File: src/rtl/mar_mem_access_pkg.sv
// Shared types for the MAR / memory access sequencer: FSM encoding, access kind
// and default widths.
package mar_mem_access_pkg;

  localparam int ADDR_W_DEF = 16;
  localparam int DATA_W_DEF = 16;

  typedef enum logic [1:0] {
    ST_IDLE   = 2'd0,
    ST_ACCESS = 2'd1,
    ST_DONE   = 2'd2
  } state_t;

  typedef enum logic {
    ACC_RD = 1'b0,
    ACC_WR = 1'b1
  } mem_access_t;

endpackage

File: src/rtl/mar_mem_access_mar_reg.sv
// Memory address register: load has priority over increment, increment wraps,
// and the value is frozen while hold is high.
module mar_mem_access_mar_reg #(
  parameter int ADDR_W = 16
) (
  input  logic              clk,
  input  logic              rst,
  input  logic              hold,
  input  logic              load,
  input  logic              inc,
  input  logic [ADDR_W-1:0] din,
  output logic [ADDR_W-1:0] q
);

  always_ff @(posedge clk or posedge rst) begin
    if (rst) begin
      q <= '0;
    end else if (!hold) begin
      if (load)     q <= din;
      else if (inc) q <= q + 1'b1;
    end
  end

endmodule

File: src/rtl/mar_mem_access.sv
// MAR plus single-outstanding memory access sequencer with wait-state timeout.
// Handshake: a request is accepted only when busy is low; the strobe is held until
// mem_ready is seen high in ACCESS (or the timeout expires), then done pulses once.
module mar_mem_access
  import mar_mem_access_pkg::*;
#(
  parameter int ADDR_W  = ADDR_W_DEF,
  parameter int DATA_W  = DATA_W_DEF,
  parameter int TIMEOUT = 15
) (
  input  logic              clk,
  input  logic              rst,
  input  logic [ADDR_W-1:0] mar_in,
  input  logic              mar_load,
  input  logic              mar_inc,
  input  logic              rd_req,
  input  logic              wr_req,
  input  logic [DATA_W-1:0] wr_data,
  output logic [ADDR_W-1:0] mem_addr,
  output logic              mem_rd,
  output logic              mem_wr,
  output logic [DATA_W-1:0] mem_wdata,
  input  logic [DATA_W-1:0] mem_rdata,
  input  logic              mem_ready,
  output logic [DATA_W-1:0] rd_data,
  output logic              busy,
  output logic              done,
  output logic              err
);

  state_t      state, state_next;
  mem_access_t kind, kind_next;
  logic [7:0]  cnt;
  logic        accept;
  logic        timeout_hit;

  assign accept = (state == ST_IDLE) && (rd_req || wr_req);

  // The MAR updates on the same edge that accepts a request, so the
  // transaction naturally sees the loaded/incremented address.
  mar_mem_access_mar_reg #(.ADDR_W(ADDR_W)) u_mar (
    .clk  (clk),
    .rst  (rst),
    .hold (state != ST_IDLE),
    .load (mar_load),
    .inc  (mar_inc),
    .din  (mar_in),
    .q    (mem_addr)
  );

  always_comb begin
    state_next  = state;
    kind_next   = kind;
    timeout_hit = 1'b0;
    case (state)
      ST_IDLE: begin
        if (accept) begin
          state_next = ST_ACCESS;
          kind_next  = rd_req ? ACC_RD : ACC_WR;
        end
      end
      ST_ACCESS: begin
        if (mem_ready) begin
          state_next = ST_DONE;
        end else if (cnt == 8'(TIMEOUT - 1)) begin
          timeout_hit = 1'b1;
          state_next  = ST_DONE;
        end
      end
      ST_DONE:  state_next = ST_IDLE;
      default:  state_next = ST_IDLE;
    endcase
  end

  always_ff @(posedge clk or posedge rst) begin
    if (rst) begin
      state     <= ST_IDLE;
      kind      <= ACC_RD;
      busy      <= 1'b0;
      done      <= 1'b0;
      mem_rd    <= 1'b0;
      mem_wr    <= 1'b0;
    end else begin
      state     <= state_next;
      kind      <= kind_next;
      busy      <= (state_next != ST_IDLE);
      done      <= (state_next == ST_DONE);
      mem_rd    <= (state_next == ST_ACCESS) && (kind_next == ACC_RD);
      mem_wr    <= (state_next == ST_ACCESS) && (kind_next == ACC_WR);
    end
  end

  // Wait counter counts ACCESS cycles without mem_ready; cleared in DONE.
  always_ff @(posedge clk or posedge rst) begin
    if (rst) begin
      cnt <= '0;
    end else if (state == ST_ACCESS && !mem_ready) begin
      cnt <= cnt + 8'd1;
    end else if (state == ST_DONE) begin
      cnt <= '0;
    end
  end

  always_ff @(posedge clk or posedge rst) begin
    if (rst) begin
      mem_wdata <= '0;
      rd_data   <= '0;
      err       <= 1'b0;
    end else begin
      if (accept && !rd_req)
        mem_wdata <= wr_data;
      if (state == ST_ACCESS && mem_ready && kind == ACC_RD)
        rd_data <= mem_rdata;
      if (accept)
        err <= 1'b0;
      else if (timeout_hit)
        err <= 1'b1;
    end
  end

endmodule

File: config.mk
export PLATFORM = sky130hd
export DESIGN_NAME = mar_mem_access
export DESIGN_NICKNAME = d
export VERILOG_FILES = /design/src/rtl/mar_mem_access_pkg.sv /design/src/rtl/mar_mem_access_mar_reg.sv /design/src/rtl/mar_mem_access.sv
export SDC_FILE = /design/constraint.sdc
export NUM_CORES = 1
export LEC_CHECK = 0
export BUFFER_PORTS_ARGS = -buffer_cell sky130_fd_sc_hd__buf_4
export CORE_MARGIN = 1
export CORE_UTILIZATION = 53
export CTS_CLUSTER_DIAMETER = 150
export DETAILED_ROUTE_END_ITERATION = 6
export PLACE_DENSITY_LB_ADDON = 0.05
export SLEW_MARGIN = 20
export SYNTH_ARGS = -nofsm -noshare
export SYNTH_HDL_FRONTEND = slang
export SYNTH_SLANG_ARGS = --single-unit
File: constraint.sdc
create_clock -name clk -period 2.5 [get_ports clk]
set_input_delay 0.125 -clock clk [delete_from_list [all_inputs] [get_ports clk]]
set_output_delay 0.125 -clock clk [all_outputs]
set_load 0.05 [all_outputs]
==> results of run 1 <==
[power groups by stage]
stage / clock [W] / combinational [W] / sequential (W)
after floorplan: 0 / 0.000846 / 0.00331
after global placement: 0 / 0.00322 / 0.00187
after detailed placement: 0 / 0.00327 / 0.00190
after CTS: 0.000793 / 0.00327 / 0.00189
after global routing: 0.000825 / 0.00342 / 0.00197
final: 0.000775 / 0.00326 / 0.00190
[cell usage in the layout (no fill, tap or decap), types with 3 or more instances in the layout]
cell type  count
a21oi_1       17
clkbuf_8      11
mux2_2        32
nand3_1        8
o22ai_1        3
buf_4        113
nand4_1        7
mux2i_1        6
inv_1         10
nor3_1         4
ha_1           3
o31ai_1        4
and3_1         3
dfrtp_1       64
nor2_1        17
o21ai_0       13
nand2_1       13
[cell families (layout without fill, tap and decap cells)]
kind of cell,after synthesis,count (layout)
DFF,64,64
adders and majority gates,3,3
muxes,38,38
buffers and inverters,21,140
AOI/OAI and AO/OA,56,56
and+or+nand+nor,69,69
xor gates and xnor gates,1,1
[sequential cells by signal, indices dropped and copies added (netlist names), 2 cells and up]
| register | count |
|---|---|
| u_mar.q | 16 |
| state | 2 |
| rd_data | 16 |
| cnt | 8 |
| mem_wdata | 16 |
[worst reg2reg max path: stages (launching register included)]
cell      delay [ns]
dfrtp_1         0.47
nor2_1          0.37
o21a_1          0.37
buf_4           0.24
a21oi_1         0.08
a311oi_1        0.21
[metal layers]
metal	wire, um	vias up	share of wire (%)	GRT usage (%)
li1	-	1155	-	-
met1	3130	1168	45	36.1
met2	3140	107	45	39.1
met3	522	14	7.5	5.03
met4	133	0	1.9	10.8
met5	0	-	0	0
[worst max-delay path by stage]
| stage | end | slack, ns | from | cells past startpoint |
|---|---|---|---|---|
| 2_1_floorplan | u_mar.q[8]$_DFFE_PP0P_ | 0.59 | u_mar.q[0]$_DFFE_PP0P_ | 5 |
| 3_3_place_gp | u_mar.q[13]$_DFFE_PP0P_ | 0.81 | state[0]$_DFF_PP0_ | 5 |
| 3_5_place_dp | u_mar.q[12]$_DFFE_PP0P_ | 0.71 | state[0]$_DFF_PP0_ | 5 |
| 4_1_cts | u_mar.q[13]$_DFFE_PP0P_ | 0.70 | state[0]$_DFF_PP0_ | 5 |
| 5_1_grt | u_mar.q[12]$_DFFE_PP0P_ | 0.59 | state[0]$_DFF_PP0_ | 5 |
| 6_report | u_mar.q[13]$_DFFE_PP0P_ | 0.67 | state[0]$_DFF_PP0_ | 5 |
[cells in the mapped netlist, types with 2 or more instances]
master and instances:
a211o_1 2, a21oi_1 17, a22oi_1 2, a2bb2oi_1 2, a311oi_1 2, and3_1 3
buf_1 2, buf_2 2, buf_4 2, clkbuf_1 3, dfrtp_1 64, ha_1 3
inv_1 11, mux2_2 32, mux2i_1 6, nand2_1 13, nand3_1 8, nand4_1 7
nor2_1 17, nor3_1 4, nor3b_1 2, nor4_1 2, o211ai_1 2, o21a_1 2
o21ai_0 13, o22ai_1 3, o31ai_1 4
[area by class of cell]
class / instances / share of cell area [%]
flip-flops and latches: 64 / 40.2
well taps: 70 / 2.20
repair buffers: 114 / 21.6
multi-input cells: 167 / 30.6
clock buffers: 12 / 3.90
clock inverters: 3 / 0.440
inverters: 11 / 1.04
[stage by stage]
step	util (%)	setup WS (ns)	hold slack (ns)	power, W	instances
CTS	76.5	0.701	0.00945	0.00595	441
detailed placement	73.0	0.714	0.0527	0.00517	425
finish	76.5	0.670	0.0219	0.00593	441
floorplan	-	0.593	0.265	0.00415	252
global route	76.5	0.586	0.0127	0.00621	441
global placement	73.0	0.813	0.0463	0.00510	425
==> summary.md, run 1 <==
| Metric | Value |
|---|---|
| CP arrival | `2.06 ns` |
| Synth Area in Adders | `between 1 and 1.5%` |
| Post-route setup TNS | `0 ns` |
| Final #Nets | `425` |
| Fillers | `between 300 and 400` |
| First-pass GRT wire length | `11.7 mm` |
| Routed wire per std cell | `about 16 um` |
| P_sw | `0.00293 W` |
| Core area | `between 0.005 and 0.006 mm^2` |
| Max_slew headroom | `between 60% and 70%` |
| Flip-flop and latch area | `roughly 0.0016 mm^2` |
| # clock sinks | `64` |
| GR Util All Layers | `25.6%` |
| Worst hold path class | `in2reg` |
| Syn Std Cell Area | `around 0.0029 mm^2` |
| Pwr dens | `approximately 1500 mW/mm^2` |
| Share of layout cells above drive strength 1 | `approximately 45%` |
| XOR/XNOR Fraction of Synth Area | `less than 1%` |
| Initial antenna violation count | `0` |
| Final Cell Area | `around 0.0040 mm^2` |
| Combined area of the multi-input logic cells | `around 0.0012 mm^2` |
| CTS Hold Bufs | `1` |
| RSZ-0062 raised after global routing | `no` |
| Compound-gate portion of the synthesized area | `between 10% and 20%` |
| Flop pwr share | `32.0%` |
| CTS tree | `done` |
| DP HPWL | `around 5.0 mm` |
| Mapped Avg Cell Area | `11.6 um^2` |
| Max Fclk | `approximately 550 MHz` |
| Post_cts resized | `0` |
| Post-synth top area cell | `dfrtp_1` |
| # setup viols final | `0` |
| Cells on worst reg2reg path | `5` |
| Main flop type after synthesis | `dfrtp_1` |
| CP max stage delay | `about 0.47 ns` |
| Clk slew on worst S/H paths | `0.07 ns` |
| CP endpoint kind | `register` |
| Clock buffer depth | `2` |
| Synth area leaders | `dfrtp_1, mux2_2, a21oi_1, o21ai_0, nor2_1` |
| Drt total wl | `just under 7 mm` |
| Final Hold Viols | `0` |
| CP delay by family, top | `compound AO/OA/AOI/OAI gates` |
| Skew final | `0.00861 ns` |
| Simple-Gate Fraction of Synth Area | `between 10% and 20%` |
| Drt pass-1 iters | `4` |
| Status | `finished clean` |
| Synth warnings | `0` |
| Initial core utilization | `~56%` |
| Port buffer count | `between 100 and 150` |
| Distinct cells, synth | `just under 50` |
| Largest net degree at the start of global routing | `34` |
| Slowest-stage cell, CP | `dfrtp_1` |
| Period utilisation layout | `73.2%` |
| Worst IR Drop VDD | `approximately 840 uV` |
| EDFF count, synth | `0` |
| Total congestion overflow | `0` |
| Gate Count Post-Synth | `252` |
| Seq cells post-synth | `between 60 and 70` |
| Detailed Route Iter0 Violations | `between 200 and 250` |
| Lkg Pwr | `roughly 1.9 nW` |
| Max-slew violation count | `0` |
| Worst R2R End | `u_mar.q[13]$_DFFE_PP0P_` |
| Buf+Inv Stages, Crit Path | `1` |
| Ant diodes | `0` |
| CP startpoint kind | `register` |
| Via count | `approximately 2400` |
| Latest clock arrival within the worst-skew pair | `0.33 ns` |
| Share of the synthesized area in the top cell type | `between 50% and 60%` |
| I/O pin total | `108` |
| Post-route ant nets | `0` |
| Hold depth | `2` |
| Largest family of logic cells by synthesized area | `multiplexers` |
| Gate power share | `a little over half` |
| Final Wtd Congestion | `about 0.84` |
| Sw frac | `about half` |
| Worst r2r src | `state[0]$_DFF_PP0_` |
| CP required | `roughly 2.7 ns` |
| Die Wd | `approximately 76 um` |
| Syn Nets | `310` |
| Placed Area | `0.00380 mm^2` |
| P&R area growth vs syn | `36.5%` |
| Die H | `76.2 um` |
| Drt drc | `0` |
| Row Count | `26` |
| Htree depth | `3` |
| Post-synth ARST share | `100%` |
| Root buffer cell | `clkbuf_8` |
| Critical Path Fanout Max | `11` |
| Vias per cell | `~5.5` |
| Tmin final | `around 1.8 ns` |
| Min-Delay Endpoint | `rd_data[11]$_DFFE_PP0P_` |
| Mux contribution to synthesized area | `approximately 14%` |
| Num CTS Buffers | `9` |
| Sequential area share after synthesis | `54.9%` |
| Slew @ Worst Pin | `just under 0.6 ns` |
| Clock power frac | `about an eighth` |
| FF-to-FF setup slack | `0.67 ns` |
| Postcts setup bufs | `0` |
| Pint | `roughly 0.003 W` |
| Max Cap Viol | `0` |
| Crit-path cells | `nor2_1, o21a_1, buf_4, a21oi_1, a311oi_1` |
| Hold_sp | `mem_rdata[11]` |
| Die ar. | `0.00580 mm^2` |
| Vias in the first global route | `2414` |
| Type of the worst setup path | `reg2reg` |
No activity file was read; power rests on OpenSTA's default activity.
==> run 2: changes to the inputs <==
--- a/config.mk
+++ b/config.mk
@@ -5,9 +5,10 @@
 export SDC_FILE = /design/constraint.sdc
 export NUM_CORES = 1
 export LEC_CHECK = 0
+export ABC_AREA = 1
 export BUFFER_PORTS_ARGS = -buffer_cell sky130_fd_sc_hd__buf_4
 export CORE_MARGIN = 1
-export CORE_UTILIZATION = 53
+export CORE_UTILIZATION = 50
 export CTS_CLUSTER_DIAMETER = 150
 export DETAILED_ROUTE_END_ITERATION = 6
 export PLACE_DENSITY_LB_ADDON = 0.05
==> constraint.sdc (replaced) <==
create_clock -name clk -period 1.7 [get_ports clk]
set_input_delay 0.085 -clock clk [delete_from_list [all_inputs] [get_ports clk]]
set_output_delay 0.085 -clock clk [all_outputs]
set_load 0.05 [all_outputs]
==> summary.md, run 2 <==
| Metric | Value |
|---|---|
| CP arrival | `1.71 ns (-0.35 ns)` |
| Vias per cell | `4.95 (-11%)` |
| CP endpoint kind | `register` |
| Total congestion overflow | `0 (unchanged)` |
| Syn Nets | `440 (+42%)` |
| CP required | `1.93 ns (-0.80 ns)` |
| FF-to-FF setup slack | `0.21 ns (-0.46 ns)` |
| Skew final | `0.0154 ns (+0.00681 ns)` |
| Row Count | `28 (+7.7%)` |
| Slowest-stage cell, CP | `mux2_2` |
| Post-route ant nets | `0 (unchanged)` |
| Max-slew violation count | `0 (unchanged)` |
| I/O pin total | `108 (unchanged)` |
| Largest net degree at the start of global routing | `34 (unchanged)` |
| Drt drc | `0 (unchanged)` |
| RSZ-0062 raised after global routing | `no` |
| Clk slew on worst S/H paths | `0.07 ns (about the same)` |
| Die ar. | `0.00678 mm^2 (+17%)` |
| Top-count cell post-synth | `nand2_1` |
| EDFF count, synth | `0 (unchanged)` |
| Status | `finished clean` |
| Worst R2R End | `rd_data[15]$_DFFE_PP0P_` |
| Synth area leaders | `dfrtp_1, nand2_1, inv_1, mux2_2, o21ai_2` |
| Slew @ Worst Pin | `0.454 ns (-0.123 ns)` |
| Most common library cells after synthesis | `nand2_1, inv_1, dfrtp_1` |
| Largest registers | `mem_wdata: 16 flops, rd_data: 16 flops, u_mar.q: 16 flops` |
| Num CTS Buffers | `9 (unchanged)` |
| Crit-path cells | `inv_1, nor2_2, nand3_2, mux2_2` |
| Main flop type after synthesis | `dfrtp_1` |
| Clock buffer depth | `2 (unchanged)` |
| Gate Count Post-Synth | `382 (+52%)` |
| CP max stage delay | `0.42 ns (-0.05 ns)` |
| Fillers | `414 (+7.3%)` |
| Synth warnings | `0 (unchanged)` |
| Post-synth ARST share | `100% (unchanged)` |
| Hold depth | `3 (+1)` |
| Distinct cells, synth | `30 (-39%)` |
| # setup viols final | `0 (unchanged)` |
| Drt total wl | `8.30 mm (+20%)` |
| Dpl ws | `0.210 ns (-0.505 ns)` |
| Type of the worst setup path | `reg2reg` |
| Core area | `0.00606 mm^2 (+16%)` |
| DP HPWL | `5.31 mm (+5.1%)` |
| Seq cells post-synth | `64 (unchanged)` |
| Final worst setup slack | `0.213 ns (-0.457 ns)` |
| Mapped Avg Cell Area | `8.45 um^2 (-27%)` |
| Port buffer count | `107 (unchanged)` |
| Most common cell after layout, fill and taps aside | `buf_4` |
| Critical Path Fanout Max | `16 (+5)` |
| Share of the synthesized area in the top cell type | `49.6% (-5.3 points)` |
| Max_slew headroom | `69.7% (+8.5 points)` |
| Min-Delay Endpoint | `u_mar.q[1]$_DFFE_PP0P_` |
| Cells on worst reg2reg path | `4 (-1)` |
| Initial antenna violation count | `0 (unchanged)` |
| Share of layout cells above drive strength 1 | `32.7% (-12 points)` |
| Post-route setup TNS | `0 ns (unchanged)` |
| Via count | `3006 (+23%)` |
| CP startpoint kind | `register` |
| Max Cap Viol | `0 (unchanged)` |
| Hold_sp | `mar_in[1]` |
| Root buffer cell | `clkbuf_8` |
| Pwr dens | `2070 mW/mm^2 (+39%)` |
| Final #Nets | `585 (+38%)` |
| Tmin final | `1.49 ns (-0.343 ns)` |
| Period utilisation layout | `87.5% (+14 points)` |
| Postcts setup bufs | `0 (unchanged)` |
| Post_cts resized | `0 (unchanged)` |
| GR Util All Layers | `25.7% (+0.045 points)` |
| Post-synth top area cell | `dfrtp_1` |
| Drt pass-1 iters | `4 (unchanged)` |
| Final Wtd Congestion | `0.802 (-4.0%)` |
| Die Wd | `82.4 um (+8.1%)` |
| Htree depth | `3 (unchanged)` |
| Worst IR Drop VDD | `1490 uV (+76%)` |
| Worst r2r src | `state[0]$_DFF_PP0_` |
| Syn Std Cell Area | `0.00323 mm^2 (+11%)` |
| Routed wire per std cell | `13.7 um (-13%)` |
| Die H | `82.4 um (+8.1%)` |
| CTS tree | `done` |
| Lkg Pwr | `2.48 nW (+30%)` |
| Initial core utilization | `53.3% (-2.8 points)` |
| Ant diodes | `0 (unchanged)` |
| Latest clock arrival within the worst-skew pair | `0.35 ns (+0.02 ns)` |
| Worst hold path class | `in2reg` |
| First-pass GRT wire length | `12.8 mm (+9.4%)` |
| Leading cell types in the layout, fill and taps excluded | `buf_4, nand2_1, inv_1, dfrtp_1, nor2_1` |
| Max Fclk | `672 MHz (+23%)` |
| P&R area growth vs syn | `45.2%` |
| Sequential area share after synthesis | `49.6% (-5.3 points)` |
| Vias in the first global route | `2813 (+17%)` |
| CTS Hold Bufs | `32 (+31)` |
| Detailed Route Iter0 Violations | `170 (-16%)` |
| Final Hold Viols | `0 (unchanged)` |
| # clock sinks | `64 (unchanged)` |
==> run 2: cell types whose count changed in the layout (fill, tap and decap cells not counted), moves of 16 or more <==
cell           change
nand2_1           +72
inv_1             +55
dlygate4sd3_1     +32
nor2_1            +18
o21ai_2           +17
mux2_2            -16
==> run 2: metal layers <==
layer  vias up  part of all wire (%)  track usage (%)  routed length [um]
met1      1417                    42             30.8                3470
li1       1490                     -                -                   -
met3        16                   4.3             4.95                 357
met4         0                   1.8             10.4                 153
met2        83                    52             45.0                4320
met5         -                     0                0                   0
==> run 2: logic make-up (layout without fill, tap and decap cells) <==
| kind of cell | after synthesis | count (layout) | share of synthesized area, % |
|---|---|---|---|
| xor gates and xnor gates | 2 | 2 | 0.543 |
| adders and majority gates | 3 | 3 | 1.16 |
| buffers and inverters | 80 | 230 | 10.9 |
| muxes | 17 | 17 | 5.89 |
| and+or+nand+nor | 157 | 157 | 20.5 |
| DFF | 64 | 64 | 49.6 |
| AOI/OAI and AO/OA | 59 | 59 | 11.3 |
==> run 2: area by class of cell <==
| cell class | count | area (um^2) | area share, % |
|---|---|---|---|
| Multi-Input combinational cell | 238 | 1270 | 27.2 |
| Inverter | 70 | 263 | 5.61 |
| Tap cell | 75 | 93.8 | 2.00 |
| Timing Repair Buffer | 144 | 1200 | 25.6 |
| Clock inverter | 6 | 115 | 2.46 |
| Sequential cell | 64 | 1600 | 34.2 |
| Clock buffer | 10 | 138 | 2.94 |
==> run 2: stage by stage <==
stage / hold slack (ns) / power [W] / instances / utilization, % / cell area [um^2]
2_1_floorplan: 0.226 / 0.00641 / 382 / - / 3230
5_1_grt: 0.00952 / 0.0102 / 607 / 77.3 / 4690
3_3_place_gp: 0.115 / 0.00781 / 558 / 67.7 / 4100
6_report: 0.00893 / 0.00969 / 607 / 77.3 / 4690
3_5_place_dp: 0.124 / 0.00792 / 558 / 67.7 / 4100
4_1_cts: 0.00226 / 0.00966 / 606 / 77.1 / 4680
==> run 2: how the worst max path moves through the flow <==
stage | start | to | slack (ns) | cells after the start
global placement | state[1]$_DFF_PP0_ | rd_data[0]$_DFFE_PP0P_ | 0.24 | 3
floorplan | rst | busy$_DFF_PP0_ | 0.02 | 1
CTS | state[0]$_DFF_PP0_ | rd_data[15]$_DFFE_PP0P_ | 0.20 | 4
global route | u_mar.q[0]$_DFFE_PP0P_ | u_mar.q[8]$_DFFE_PP0P_ | 0.07 | 8
finish | state[0]$_DFF_PP0_ | rd_data[15]$_DFFE_PP0P_ | 0.21 | 4
detailed placement | state[0]$_DFF_PP0_ | rd_data[8]$_DFFE_PP0P_ | 0.21 | 4
==> run 2: power breakdown <==
part / internal [W] / switching (W) / total [W]
clock: 0.00102 / 0.000653 / 0.00168
combinational: 0.00167 / 0.00355 / 0.00523
sequential: 0.00220 / 0.000585 / 0.00279
total: 0.00490 / 0.00479 / 0.00969
==> run 2: worst max-delay path: cells and delay by family (launching register included) <==
kind / cells / cell delay [ns]
multiplexers: 1 / 0.42
buffers and inverters: 1 / 0.06
AND/OR/NAND/NOR: 2 / 0.51
flip-flops: 1 / 0.38
==> run 3: changes to the inputs <==
--- a/config.mk
+++ b/config.mk
@@ -12,6 +12,7 @@
 export CTS_CLUSTER_DIAMETER = 150
 export DETAILED_ROUTE_END_ITERATION = 6
 export PLACE_DENSITY_LB_ADDON = 0.05
+export RECOVER_POWER = 100
 export SLEW_MARGIN = 20
 export SYNTH_ARGS = -nofsm -noshare
 export SYNTH_HDL_FRONTEND = slang
==> constraint.sdc (replaced) <==
create_clock -name clk -period 1.6 [get_ports clk]
set_input_delay 0.08 -clock clk [delete_from_list [all_inputs] [get_ports clk]]
set_output_delay 0.08 -clock clk [all_outputs]
set_load 0.05 [all_outputs]
==> summary.md, run 3 (synthesis gave the netlist of run 2 again) <==
| Metric | Value |
|---|---|
| Status | `finished clean` |
| Worst hold path class | `in2reg` |
| Leading cell types in the layout, fill and taps excluded | `nand2_1, inv_1, dfrtp_1, buf_4, clkbuf_1` |
| Via count | `3020 (+0.47%)` |
| Vias per cell | `4.98 (+0.47%)` |
| Max Fclk | `671 MHz (-0.25%)` |
| Clock buffer depth | `2 (unchanged)` |
| Die Wd | `82.4 um (unchanged)` |
| # clock sinks | `64 (unchanged)` |
| Placed Area | `0.00412 mm^2 (+0.52%)` |
| Total congestion overflow | `0 (unchanged)` |
| Max-slew violation count | `0 (unchanged)` |
| Worst r2r src | `state[1]$_DFF_PP0_` |
| Core area | `0.00606 mm^2 (unchanged)` |
| Skew final | `0.00863 ns (-0.00679 ns)` |
| Dpl cells | `560 (+0.36%)` |
| RSZ-0062 raised after global routing | `no` |
| CP arrival | `1.72 ns (about the same)` |
| Largest registers | `mem_wdata: 16 flops, rd_data: 16 flops, u_mar.q: 16 flops` |
| DP HPWL | `5.47 mm (+3.1%)` |
| Drt pass-1 iters | `4 (unchanged)` |
| Share of layout cells above drive strength 1 | `22.7% (-10 points)` |
| First-pass GRT wire length | `12.8 mm (+0.22%)` |
| Cells on worst reg2reg path | `8 (+4)` |
| Period utilisation layout | `93.2% (+5.7 points)` |
| Routed wire per std cell | `13.6 um (-0.39%)` |
| Max_slew headroom | `27.7% (-42 points)` |
| P&R area growth vs syn | `37.1%` |
| Min-Delay Endpoint | `mem_wdata[14]$_DFFE_PP0P_` |
| Final Wtd Congestion | `0.821 (+2.4%)` |
| Most common cell after layout, fill and taps aside | `nand2_1` |
| Largest net degree at the start of global routing | `33 (-2.9%)` |
| Latest clock arrival within the worst-skew pair | `0.34 ns (about the same)` |
| Die H | `82.4 um (unchanged)` |
| Critical Path Fanout Max | `32 (+16)` |
| Die ar. | `0.00678 mm^2 (unchanged)` |
| Lkg Pwr | `2.24 nW (-9.4%)` |
| Num CTS Buffers | `9 (unchanged)` |
| I/O pin total | `108 (unchanged)` |
| Type of the worst setup path | `reg2reg` |
| CTS tree | `done` |
| Worst R2R End | `mem_wdata[14]$_DFFE_PP0P_` |
| Root buffer cell | `clkbuf_8` |
| Final Cell Area | `0.00443 mm^2 (-5.5%)` |
| Ant diodes | `0 (unchanged)` |
| Initial antenna violation count | `0 (unchanged)` |
| Tmin final | `1.49 ns (+0.00365 ns)` |
| Pwr dens | `2120 mW/mm^2 (+2.4%)` |
| Drt drc | `0 (unchanged)` |
| Drt total wl | `8.27 mm (-0.39%)` |
| CP endpoint kind | `register` |
| Max Cap Viol | `0 (unchanged)` |
| Detailed Route Iter0 Violations | `135 (-21%)` |
| # setup viols final | `0 (unchanged)` |
| FF-to-FF setup slack | `0.11 ns (-0.10 ns)` |
| Post-route ant nets | `0 (unchanged)` |
| Port buffer count | `107 (unchanged)` |
| Final Hold Viols | `0 (unchanged)` |
| Hold_sp | `wr_data[14]` |
| Row Count | `28 (unchanged)` |
| GR Util All Layers | `25.7% (about the same)` |
| CP required | `1.83 ns (-0.10 ns)` |
| Non-filler cells, final | `607 (unchanged)` |
| Vias in the first global route | `2861 (+1.7%)` |
| CP startpoint kind | `register` |
| Hold depth | `3 (unchanged)` |
| Slew @ Worst Pin | `1.08 ns (+0.625 ns)` |
| Worst IR Drop VDD | `1290 uV (-13%)` |
| Initial core utilization | `53.3% (unchanged)` |
| Htree depth | `3 (unchanged)` |
| Post-route setup TNS | `0 ns (unchanged)` |
| Clk slew on worst S/H paths | `0.07 ns (about the same)` |
| Final #Nets | `586 (+0.17%)` |
==> run 3: metrics by stage <==
step	setup slack, ns	util, %	hold slack, ns	power (W)
global placement	0.183	68.0	0.158	0.00833
finish	0.109	73.0	0.0141	0.00938
CTS	0.0961	76.6	0.00254	0.00998
detailed placement	0.0959	68.0	0.160	0.00848
floorplan	0.0486	-	0.211	0.00682
global route	0.00813	73.0	0.000115	0.00995
==> run 3: power breakdown <==
part,switching [W],internal [W]
Combinational,0.00380,0.00124
Sequential,0.000587,0.00235
Clock,0.000608,0.000794
==> run 3: metal layers <==
layer | vias up | share of wire [%] | GRT usage [%]
met4 | 0 | 2.2 | 11.4
li1 | 1486 | - | -
met3 | 17 | 5.6 | 6.70
met1 | 1420 | 41 | 30.4
met5 | - | 0 | 0
met2 | 97 | 52 | 43.7
==> run 3: worst max-delay path: stages, from the launching register on <==
cell and delay (ns):
dfrtp_1 0.41, nor2_2 0.15, inv_2 0.06, nor2_4 0.10
inv_2 0.04, or2_0 0.26, buf_12 0.20, nand2_1 0.09
o21ai_2 0.05
==> run 3: worst max path at each step <==
stage                     cells past startpoint                   start                   endpoint
after floorplan                               7  u_mar.q[8]$_DFFE_PP0P_    u_mar.q[15]$_DFFE_PP0P_
after global placement                        8      state[1]$_DFF_PP0_   mem_wdata[6]$_DFFE_PP0P_
after detailed placement                      8      state[1]$_DFF_PP0_  mem_wdata[14]$_DFFE_PP0P_
after CTS                                     8      state[1]$_DFF_PP0_  mem_wdata[14]$_DFFE_PP0P_
after global routing                          8  u_mar.q[1]$_DFFE_PP0P_     u_mar.q[8]$_DFFE_PP0P_
final                                         8      state[1]$_DFF_PP0_  mem_wdata[14]$_DFFE_PP0P_
==> run 3: timing repair <==
action | CTS | global route
setup buffers | 0 | 0
hold buffers | 32 | 0
endpoints found under the setup margin | 0 | 1
hold endpoints to repair | 52 | 0
resized for setup | 0 | 3
==> run 3: final cells by class <==
| class | count | area, um^2 |
|---|---|---|
| sequential | 64 | 1600 |
| clock buffer | 12 | 155 |
| clock inverter | 3 | 42.5 |
| fill | 520 | 1630 |
| timing repair buffer | 145 | 1010 |
| tap | 75 | 93.8 |
| multi-input combinational | 238 | 1260 |
| inverter | 70 | 264 |
